`config.mk`:
```
export PLATFORM = sky130hd
export DESIGN_NAME = parking_gate_ctrl_flat
export DESIGN_NICKNAME = d
export VERILOG_FILES = /design/src/rtl/parking_gate_ctrl_if.sv /design/src/rtl/parking_gate_ctrl.sv /design/src/flat_wrapper.sv
export SDC_FILE = /design/constraint.sdc
export NUM_CORES = 1
export LEC_CHECK = 0
export BUFFER_PORTS_ARGS = -buffer_cell sky130_fd_sc_hd__buf_2
export CORE_UTILIZATION = 57
export DETAILED_ROUTE_END_ITERATION = 12
export HOLD_SLACK_MARGIN = 0.02
export PLACE_DENSITY_LB_ADDON = 0.2
export SLEW_MARGIN = 20
export SYNTH_ARGS = -nofsm -noshare
export SYNTH_HDL_FRONTEND = slang
export SYNTH_SLANG_ARGS = --single-unit
```
`constraint.sdc`:
```
create_clock -name clock -period 22.8 [get_ports clock]
set_input_delay 4.56 -clock clock [delete_from_list [all_inputs] [get_ports clock]]
set_output_delay 4.56 -clock clock [all_outputs]
set_load 0.1 [all_outputs]
```
`src/rtl/parking_gate_ctrl_if.sv`:
```
// ============================================================================
//  Module      : parking_gate_ctrl_if
//  Description : Gate-side and datapath-side signal bundle of the entry-gate
//                scheduler.
//  Revision    : 1.0 - initial release
// ============================================================================
`default_nettype none

interface parking_gate_ctrl_if #(
    parameter int ENTRY_GATES = 3,
    parameter int SPOTS       = 64,
    parameter int CNT_W       = $clog2(SPOTS + 1)
);
    logic [ENTRY_GATES-1:0] gate_req;
    logic [SPOTS-1:0]       car_exiting_spots;
    logic [ENTRY_GATES-1:0] car_incoming;
    logic [ENTRY_GATES-1:0] gate_open;
    logic [CNT_W-1:0]       free_count;
    logic                   lot_full;

    modport master (
        output gate_req,
        output car_exiting_spots,
        input  car_incoming,
        input  gate_open,
        input  free_count,
        input  lot_full
    );

    modport slave (
        input  gate_req,
        input  car_exiting_spots,
        output car_incoming,
        output gate_open,
        output free_count,
        output lot_full
    );
endinterface

`default_nettype wire

```
`src/rtl/parking_gate_ctrl.sv`:
```
// ============================================================================
//  Module      : parking_gate_ctrl
//  Description : Entry-gate scheduler: free-spot accounting, round-robin
//                admission and per-gate barrier sequencing.
//  Revision    : 1.0 - initial release
// ============================================================================
`default_nettype none

module parking_gate_ctrl #(
    parameter int ENTRY_GATES = 3,
    parameter int SPOTS       = 64,
    parameter int OPEN_CYCLES = 4,
    parameter int CNT_W       = $clog2(SPOTS + 1)
) (
    input wire logic           clock,
    input wire logic           reset,
    parking_gate_ctrl_if.slave bus
);

    localparam int PTR_W = (ENTRY_GATES > 1) ? $clog2(ENTRY_GATES) : 1;
    localparam int OC_W  = $clog2(OPEN_CYCLES + 1);

    typedef enum logic [1:0] {
        ST_IDLE  = 2'd0,
        ST_OPEN  = 2'd1,
        ST_CLEAR = 2'd2
    } gate_state_t;

    logic [CNT_W-1:0]       r_free_count;
    logic [PTR_W-1:0]       r_rr_ptr;

    logic [ENTRY_GATES-1:0] w_idle;
    logic [ENTRY_GATES-1:0] w_eligible;
    logic [ENTRY_GATES-1:0] w_grant;
    logic [ENTRY_GATES-1:0] w_first_open;
    logic [ENTRY_GATES-1:0] w_gate_open;
    logic [CNT_W-1:0]       w_n_grant;
    logic [PTR_W-1:0]       w_rr_nxt;
    logic [PTR_W:0]         w_idx;
    logic [CNT_W-1:0]       w_exit_cnt;
    logic [CNT_W:0]         w_free_sum;
    logic [CNT_W-1:0]       w_free_nxt;

    assign w_eligible = w_idle & bus.gate_req;

    // Round-robin scan from rr_ptr; the grant count is capped by free spots,
    // so the counter below can never underflow.
    always_comb begin
        w_grant   = '0;
        w_n_grant = '0;
        w_rr_nxt  = r_rr_ptr;
        w_idx     = '0;
        for (int k = 0; k < ENTRY_GATES; k++) begin
            w_idx = {1'b0, r_rr_ptr} + (PTR_W+1)'(k);
            if (w_idx >= (PTR_W+1)'(ENTRY_GATES)) begin
                w_idx = w_idx - (PTR_W+1)'(ENTRY_GATES);
            end
            if (w_eligible[w_idx[PTR_W-1:0]] && (w_n_grant < r_free_count)) begin
                w_grant[w_idx[PTR_W-1:0]] = 1'b1;
                w_n_grant = w_n_grant + CNT_W'(1);
                w_rr_nxt  = (w_idx[PTR_W-1:0] == PTR_W'(ENTRY_GATES - 1))
                          ? '0 : (w_idx[PTR_W-1:0] + PTR_W'(1));
            end
        end
    end

    always_comb begin
        w_exit_cnt = '0;
        for (int s = 0; s < SPOTS; s++) begin
            w_exit_cnt = w_exit_cnt + CNT_W'(bus.car_exiting_spots[s]);
        end
    end

    // One extra bit of headroom so spurious exits saturate instead of wrapping.
    always_comb begin
        w_free_sum = {1'b0, r_free_count} - {1'b0, w_n_grant} + {1'b0, w_exit_cnt};
        w_free_nxt = w_free_sum[CNT_W-1:0];
        if (w_free_sum > (CNT_W+1)'(SPOTS)) begin
            w_free_nxt = CNT_W'(SPOTS);
        end
    end

    always_ff @(posedge clock) begin
        if (!reset) begin
            r_free_count <= CNT_W'(SPOTS);
            r_rr_ptr     <= '0;
        end else begin
            r_free_count <= w_free_nxt;
            r_rr_ptr     <= w_rr_nxt;
        end
    end

    for (genvar g = 0; g < ENTRY_GATES; g++) begin : g_gate
        gate_state_t       r_state;
        gate_state_t       w_state_nxt;
        logic [OC_W-1:0]   r_hold;
        logic [OC_W-1:0]   w_hold_nxt;

        always_ff @(posedge clock) begin
            if (!reset) begin
                r_state <= ST_IDLE;
                r_hold  <= '0;
            end else begin
                r_state <= w_state_nxt;
                r_hold  <= w_hold_nxt;
            end
        end

        // r_hold counts remaining open cycles; it is loaded on grant so the
        // barrier stays up for exactly OPEN_CYCLES cycles.
        always_comb begin
            w_state_nxt = r_state;
            w_hold_nxt  = r_hold;
            unique case (r_state)
                ST_IDLE: begin
                    if (w_grant[g]) begin
                        w_state_nxt = ST_OPEN;
                        w_hold_nxt  = OC_W'(OPEN_CYCLES - 1);
                    end
                end
                ST_OPEN: begin
                    if (r_hold == '0) begin
                        w_state_nxt = ST_CLEAR;
                    end else begin
                        w_hold_nxt = r_hold - OC_W'(1);
                    end
                end
                ST_CLEAR: begin
                    if (!bus.gate_req[g]) begin
                        w_state_nxt = ST_IDLE;
                    end
                end
                default: begin
                    w_state_nxt = ST_IDLE;
                    w_hold_nxt  = '0;
                end
            endcase
        end

        assign w_idle[g]       = (r_state == ST_IDLE);
        assign w_gate_open[g]  = (r_state == ST_OPEN);
        assign w_first_open[g] = (r_state == ST_OPEN) && (r_hold == OC_W'(OPEN_CYCLES - 1));
    end

    assign bus.car_incoming = w_first_open;
    assign bus.gate_open    = w_gate_open;
    assign bus.free_count   = r_free_count;
    assign bus.lot_full     = (r_free_count == '0);

endmodule

`default_nettype wire

```
`src/flat_wrapper.sv`:
```
// flat-port wrapper written by rule: the top's interface ports become plain ports
module parking_gate_ctrl_flat 
#(
    parameter int ENTRY_GATES = 3,
    parameter int SPOTS       = 64,
    parameter int OPEN_CYCLES = 4,
    parameter int CNT_W       = $clog2(SPOTS + 1)
)
  (clock, reset, bus_gate_req, bus_car_exiting_spots, bus_car_incoming, bus_gate_open, bus_free_count, bus_lot_full);
  parking_gate_ctrl_if #(.ENTRY_GATES(ENTRY_GATES), .SPOTS(SPOTS), .CNT_W(CNT_W)) bus_i ();
  input wire logic clock;
  input wire logic reset;
  input wire logic [$bits(bus_i.gate_req)-1:0] bus_gate_req;
  input wire logic [$bits(bus_i.car_exiting_spots)-1:0] bus_car_exiting_spots;
  output wire logic [$bits(bus_i.car_incoming)-1:0] bus_car_incoming;
  output wire logic [$bits(bus_i.gate_open)-1:0] bus_gate_open;
  output wire logic [$bits(bus_i.free_count)-1:0] bus_free_count;
  output wire logic [$bits(bus_i.lot_full)-1:0] bus_lot_full;
  assign bus_i.gate_req = bus_gate_req;
  assign bus_i.car_exiting_spots = bus_car_exiting_spots;
  assign bus_car_incoming = bus_i.car_incoming;
  assign bus_gate_open = bus_i.gate_open;
  assign bus_free_count = bus_i.free_count;
  assign bus_lot_full = bus_i.lot_full;
  parking_gate_ctrl #(.ENTRY_GATES(ENTRY_GATES), .SPOTS(SPOTS), .OPEN_CYCLES(OPEN_CYCLES), .CNT_W(CNT_W)) u_core (.clock(clock), .reset(reset), .bus(bus_i));
endmodule
```
* Yosys cells after proc, flatten, opt, wreduce, memory -nomap -nowiden *
Index checks and enable logic that the tools add are counted.

word-level totals
  register bits after elaboration = 24
  input bits = 69
  output and inout bits = 14

operators by class
  add/subtract/negate cells = 78
  order comparisons = 13
  equal/unequal tests = 24
  multiplexer cells = 48
  bitwise gates (word level) = 7
  reductions and logical operators = 24

operator list
  operator                                             number
  adder 7 x 1 -> 7 bit                                 62
  two-way mux 2 bit                                    18
  two-way mux 3 bit                                    9
  one-hot mux 3 bit (3 select lines)                   3
  inequality test 2 bit, second input constant         9
  one-hot mux 2 bit (3 select lines)                   3
  AND reduction 3 bit                                  6
  two-way mux 7 bit                                    2
  equality test 2 bit, second input constant           6
  equality test 3 x 2 -> 1 bit, second input constant  3
  logical AND 1 bit                                    9
  logical NOT 3 bit                                    3
  < comparator 2 x 3 -> 1 bit, second input constant   3
  subtractor 3 x 1 -> 3 bit, second input constant     3
  adder 8 x 7 -> 8 bit                                 1
  > comparator 8 x 7 -> 1 bit, second input constant   1
  subtractor 7 x 7 -> 8 bit                            1
  adder 7 x 1 -> 7 bit, second input constant          1
  logical NOT 7 bit                                    1
  < comparator 1 x 7 -> 1 bit                          1
  < comparator 1 x 7 -> 1 bit, first input constant    1
  < comparator 7 bit                                   1
  two-way mux 1 bit                                    7
  adder 2 x 1 -> 2 bit, second input constant          3
  other kinds (18)                                     37

* Depth between registers and ports, before layout *
  depth in word-level cells = 66
  mapped depth = 29

* Worst setup path after synthesis *
No wires, ideal clock.

  path type = input -> register
  from = in bus_car_exiting_spots[0]
  to = reg u_core.r_free_count[6], in the netlist u_core.bus.free_count[6]
  setup time = 0.127 ns
  arrival time = 11.552 ns
  data required time = 22.673 ns
  slack = 11.121 ns
  stages = 21
  cell sequence = ha_1 -> inv_1 -> fa_1 -> fa_1 -> fa_1 -> fa_1 -> fa_1 -> fa_1 -> fa_1 -> fa_1 -> fa_1 -> fa_1 -> fa_1 -> inv_1 -> ha_1 -> a211oi_1 -> nor2_1 -> o31ai_1 -> a21oi_1 -> xor2_1 -> or3_1

on the way
  word-level cells in the longest chain between the ends = 66

ends and longest elaborated chain
  element                                RTL line                 RTL
  from (decl)                            flat_wrapper.sv:14       input wire logic [$bits(bus_i.car_exiting_spots)-1:0] bus_car_exiting_spots;
  adder 1 x 1 -> 2 bit *                 parking_gate_ctrl.sv:70  w_exit_cnt = w_exit_cnt + CNT_W'(bus.car_exiting_spots[s]);
  adder 7 x 1 -> 7 bit * (62 in series)  parking_gate_ctrl.sv:70
  adder 8 x 7 -> 8 bit *                 parking_gate_ctrl.sv:76  w_free_sum = {1'b0, r_free_count} - {1'b0, w_n_grant} + {1'b0, w_exit_cnt};
  > comparator 8 x 7 -> 1 bit            parking_gate_ctrl.sv:78  if (w_free_sum > (CNT_W+1)'(SPOTS)) begin
  OR reduction 2 bit (no line)           -
  to (signal assigned)                   parking_gate_ctrl.sv:85  r_free_count <= CNT_W'(SPOTS);
  to (signal assigned)                   parking_gate_ctrl.sv:88  r_free_count <= w_free_nxt;
  to (decl)                              parking_gate_ctrl.sv:29  logic [CNT_W-1:0] r_free_count;

Mark *: on every way between the ends. The rest lies on a longest branch, timed or not.
A chain may end at the register's enable or synchronous reset.

* Worst setup path after layout *
Same ends and word-level chain as after synthesis.

==> out/qor.yml <==
rsz0062_at_grt: "false"
worstSetupPathType: "in2reg"
final_util_pct: 67.4
cts_buffers: 3
period_share_pct: 51.7
grt_use_total_pct: 23.4
syn-num-nets: 609
gp_congestion: 0.827
cts-htree-levels: 1
violations: "design-rule violations"
synth_area_sq_um: 3850
initial_core_util_pct: 59.9
antenna_cells: 0
grt_first_pass_wirelength_um: 13400
clockBufferDepth: 2
worst_path_most_repeated_cell: "fa_1"
slew_headroom_pct: 52.5
cts_hold_buf: 0
drive_above_1_share_pct: 18.1
yosys_most_used_dff: "dfxtp_1"
io_pins: 83
ant_nets: 0
start_kind: "input port"
slowest_delay_ns: 0.57
clock.fmax_ghz: 0.0848
status: "finished, violations left"
synth-async-reset-ratio_pct: 0
cts.sinks: 24
period_needed_ns: 11.79
postCtsSetupBuffers: 0
die_w_um: 84.1
finalHoldViolations: 0
crit_path_end_kind: "flop"
hold_class: "reg2reg"
dr.pass1.iters: 8
place_hpwl_um: 6720
yosys-top-cells-area: "fa_1, ha_1, dfxtp_1"
synth_common_cells: "inv_1, fa_1, ha_1"
yosysSeqAreaShare_pct: 12.5
synthDistinctLibCells: 54
root_buffer: "clkbuf_8"
rows: 29
cp.required_ns: 22.96
finalSetupTns_ns: 0
cts_resized: 0
report.final.slew_viol_count: 0
yosysMostFrequentCell: "inv_1"
port_buffers: 82
cts_tree: "yes"
viasPerCell: 5.23
drc: 6
setup_viol: 0
worstMarginPinSlew_ns: 0.703
vias: 3088
drt-initial-drc-count: 144
wirelength_um: 7700
first_global_vias: 3134
layout.nets: 685
fin_skew_ns: 0.00195
syn_to_final_growth_pct: 12.5
crit_fanout: 7
yosysWarnings: 0
grt_max_degree: 20
synth_seq_cells: 24
grt-ovfl-total: 0
syn_inst: 439
maxCapViolations: 0
synth_edf_count: 0
dieArea_sq_um: 7080
crit_arrival_ns: 11.95
yosysTopAreaCellShare_pct: 29.1
die_y_um: 84.1
critical_path.slowest_cell: "fa_1"
wl_per_cell_um: 13.0
clkLatencyLatePin_ns: 0.27
clk_pin_slew_ns: 0.08
yosysTopAreaCell: "fa_1"
syn_avg_cell_area_sq_um: 8.76
antenna_found_initial: 0
core_sq_um: 6420
crit_chain: "buf_2 > ha_1 > inv_1 > fa_1 > fa_1 > fa_1 > fa_1 > fa_1 > fa_1 > fa_1 > fa_1 > fa_1 > fa_1 > fa_1 > inv_1 > ha_1 > a211oi_1 > nor2_1 > o31ai_1 > a21oi_1 > xor2_1 > or3_1"
through the flow:
step           cell area, sq um  setup slack, ns  hold WS (ns)  instances
6_report                   4330            11.01         0.521        590
5_1_grt                    4330            10.60         0.555        590
4_1_cts                    4330            10.97         0.522        590
3_5_place_dp               4290            10.71         0.506        587
3_3_place_gp               4290            10.80         0.491        587
2_1_floorplan              3850            11.12         0.465        439
final timing paths:
path,start,endpoint,slack (ns),depth (start not counted)
worst max-delay path,bus_car_exiting_spots[0],u_core.bus.free_count[6]$_SDFF_PP1_,11.01,22
worst min-delay path,u_core.g_gate[2].r_hold[0]$_SDFFE_PN0P_,u_core.g_gate[2].r_hold[0]$_SDFFE_PN0P_,0.52,2
worst max register to register,u_core.r_rr_ptr[0]$_SDFFE_PN0P_,u_core.bus.free_count[6]$_SDFF_PP1_,17.13,22
worst min register to register,u_core.g_gate[2].r_hold[0]$_SDFFE_PN0P_,u_core.g_gate[2].r_hold[0]$_SDFFE_PN0P_,0.52,2
layer usage:
metal,routed length (um),GRT usage (%),share of wire [%]
met5,0,0,0
met4,114,5.64,1.5
met3,225,2.85,2.9
met2,3950,41.5,51
met1,3410,30.5,44
worst max-delay path, delay by kind of cell:
kind | cells | cell delay [ns]
AND/OR/NAND/NOR | 2 | 0.47
adder cells (fa/ha/maj) | 13 | 5.84
AO/OA/AOI/OAI | 3 | 0.60
buffers and inverters | 3 | 0.23
XOR/XNOR | 1 | 0.22
flip-flops by register name, summed over array words and instances (netlist names):
name,cells
u_core.bus.free_count,7
u_core.g_gate.r_hold,9
u_core.g_gate.r_state,6
u_core.r_rr_ptr,2
final cells by class:
cell class	count	area [sq um]
Clock buffer	3	41.3
Multi-Input combinational cell	278	2830
Fill cell	537	2100
Sequential cell	24	480
Timing Repair Buffer	82	410
Inverter	126	473
Tap cell	77	96.3
placed cells by master, fill, tap and decap left out, drive strengths merged, types with 4 or more instances in the layout:
cell,Yosys,routed
o21a,4,4
nor4,8,8
nand2,13,13
inv,125,125
nand3b,4,4
nor3b,5,5
a211oi,4,4
nor2b,7,7
nand3,8,8
fa,56,56
buf,5,82
a21oi,13,13
nand2b,9,9
xor2,7,7
o31ai,7,7
a21o,5,5
ha,45,45
o21ai,16,16
nor2,22,22
dfxtp,24,24
kinds of logic (layout without fill, tap and decap cells):
kind of cell             count (synthesis)  count (layout)  share of synthesized area [%]
adder cells (fa/ha/maj)                101             101                           43.8
AND/OR/NAND/NOR                         99              99                           15.3
buffers and inverters                  137             211                           14.1
XOR/XNOR                                 9               9                           2.05
flip-flops                              24              24                           12.5
AO/OA/AOI/OAI                           69              69                           12.4
Power is not shown: default switching activity piles up to over one toggle a cycle in this logic, so the estimate is an artifact.
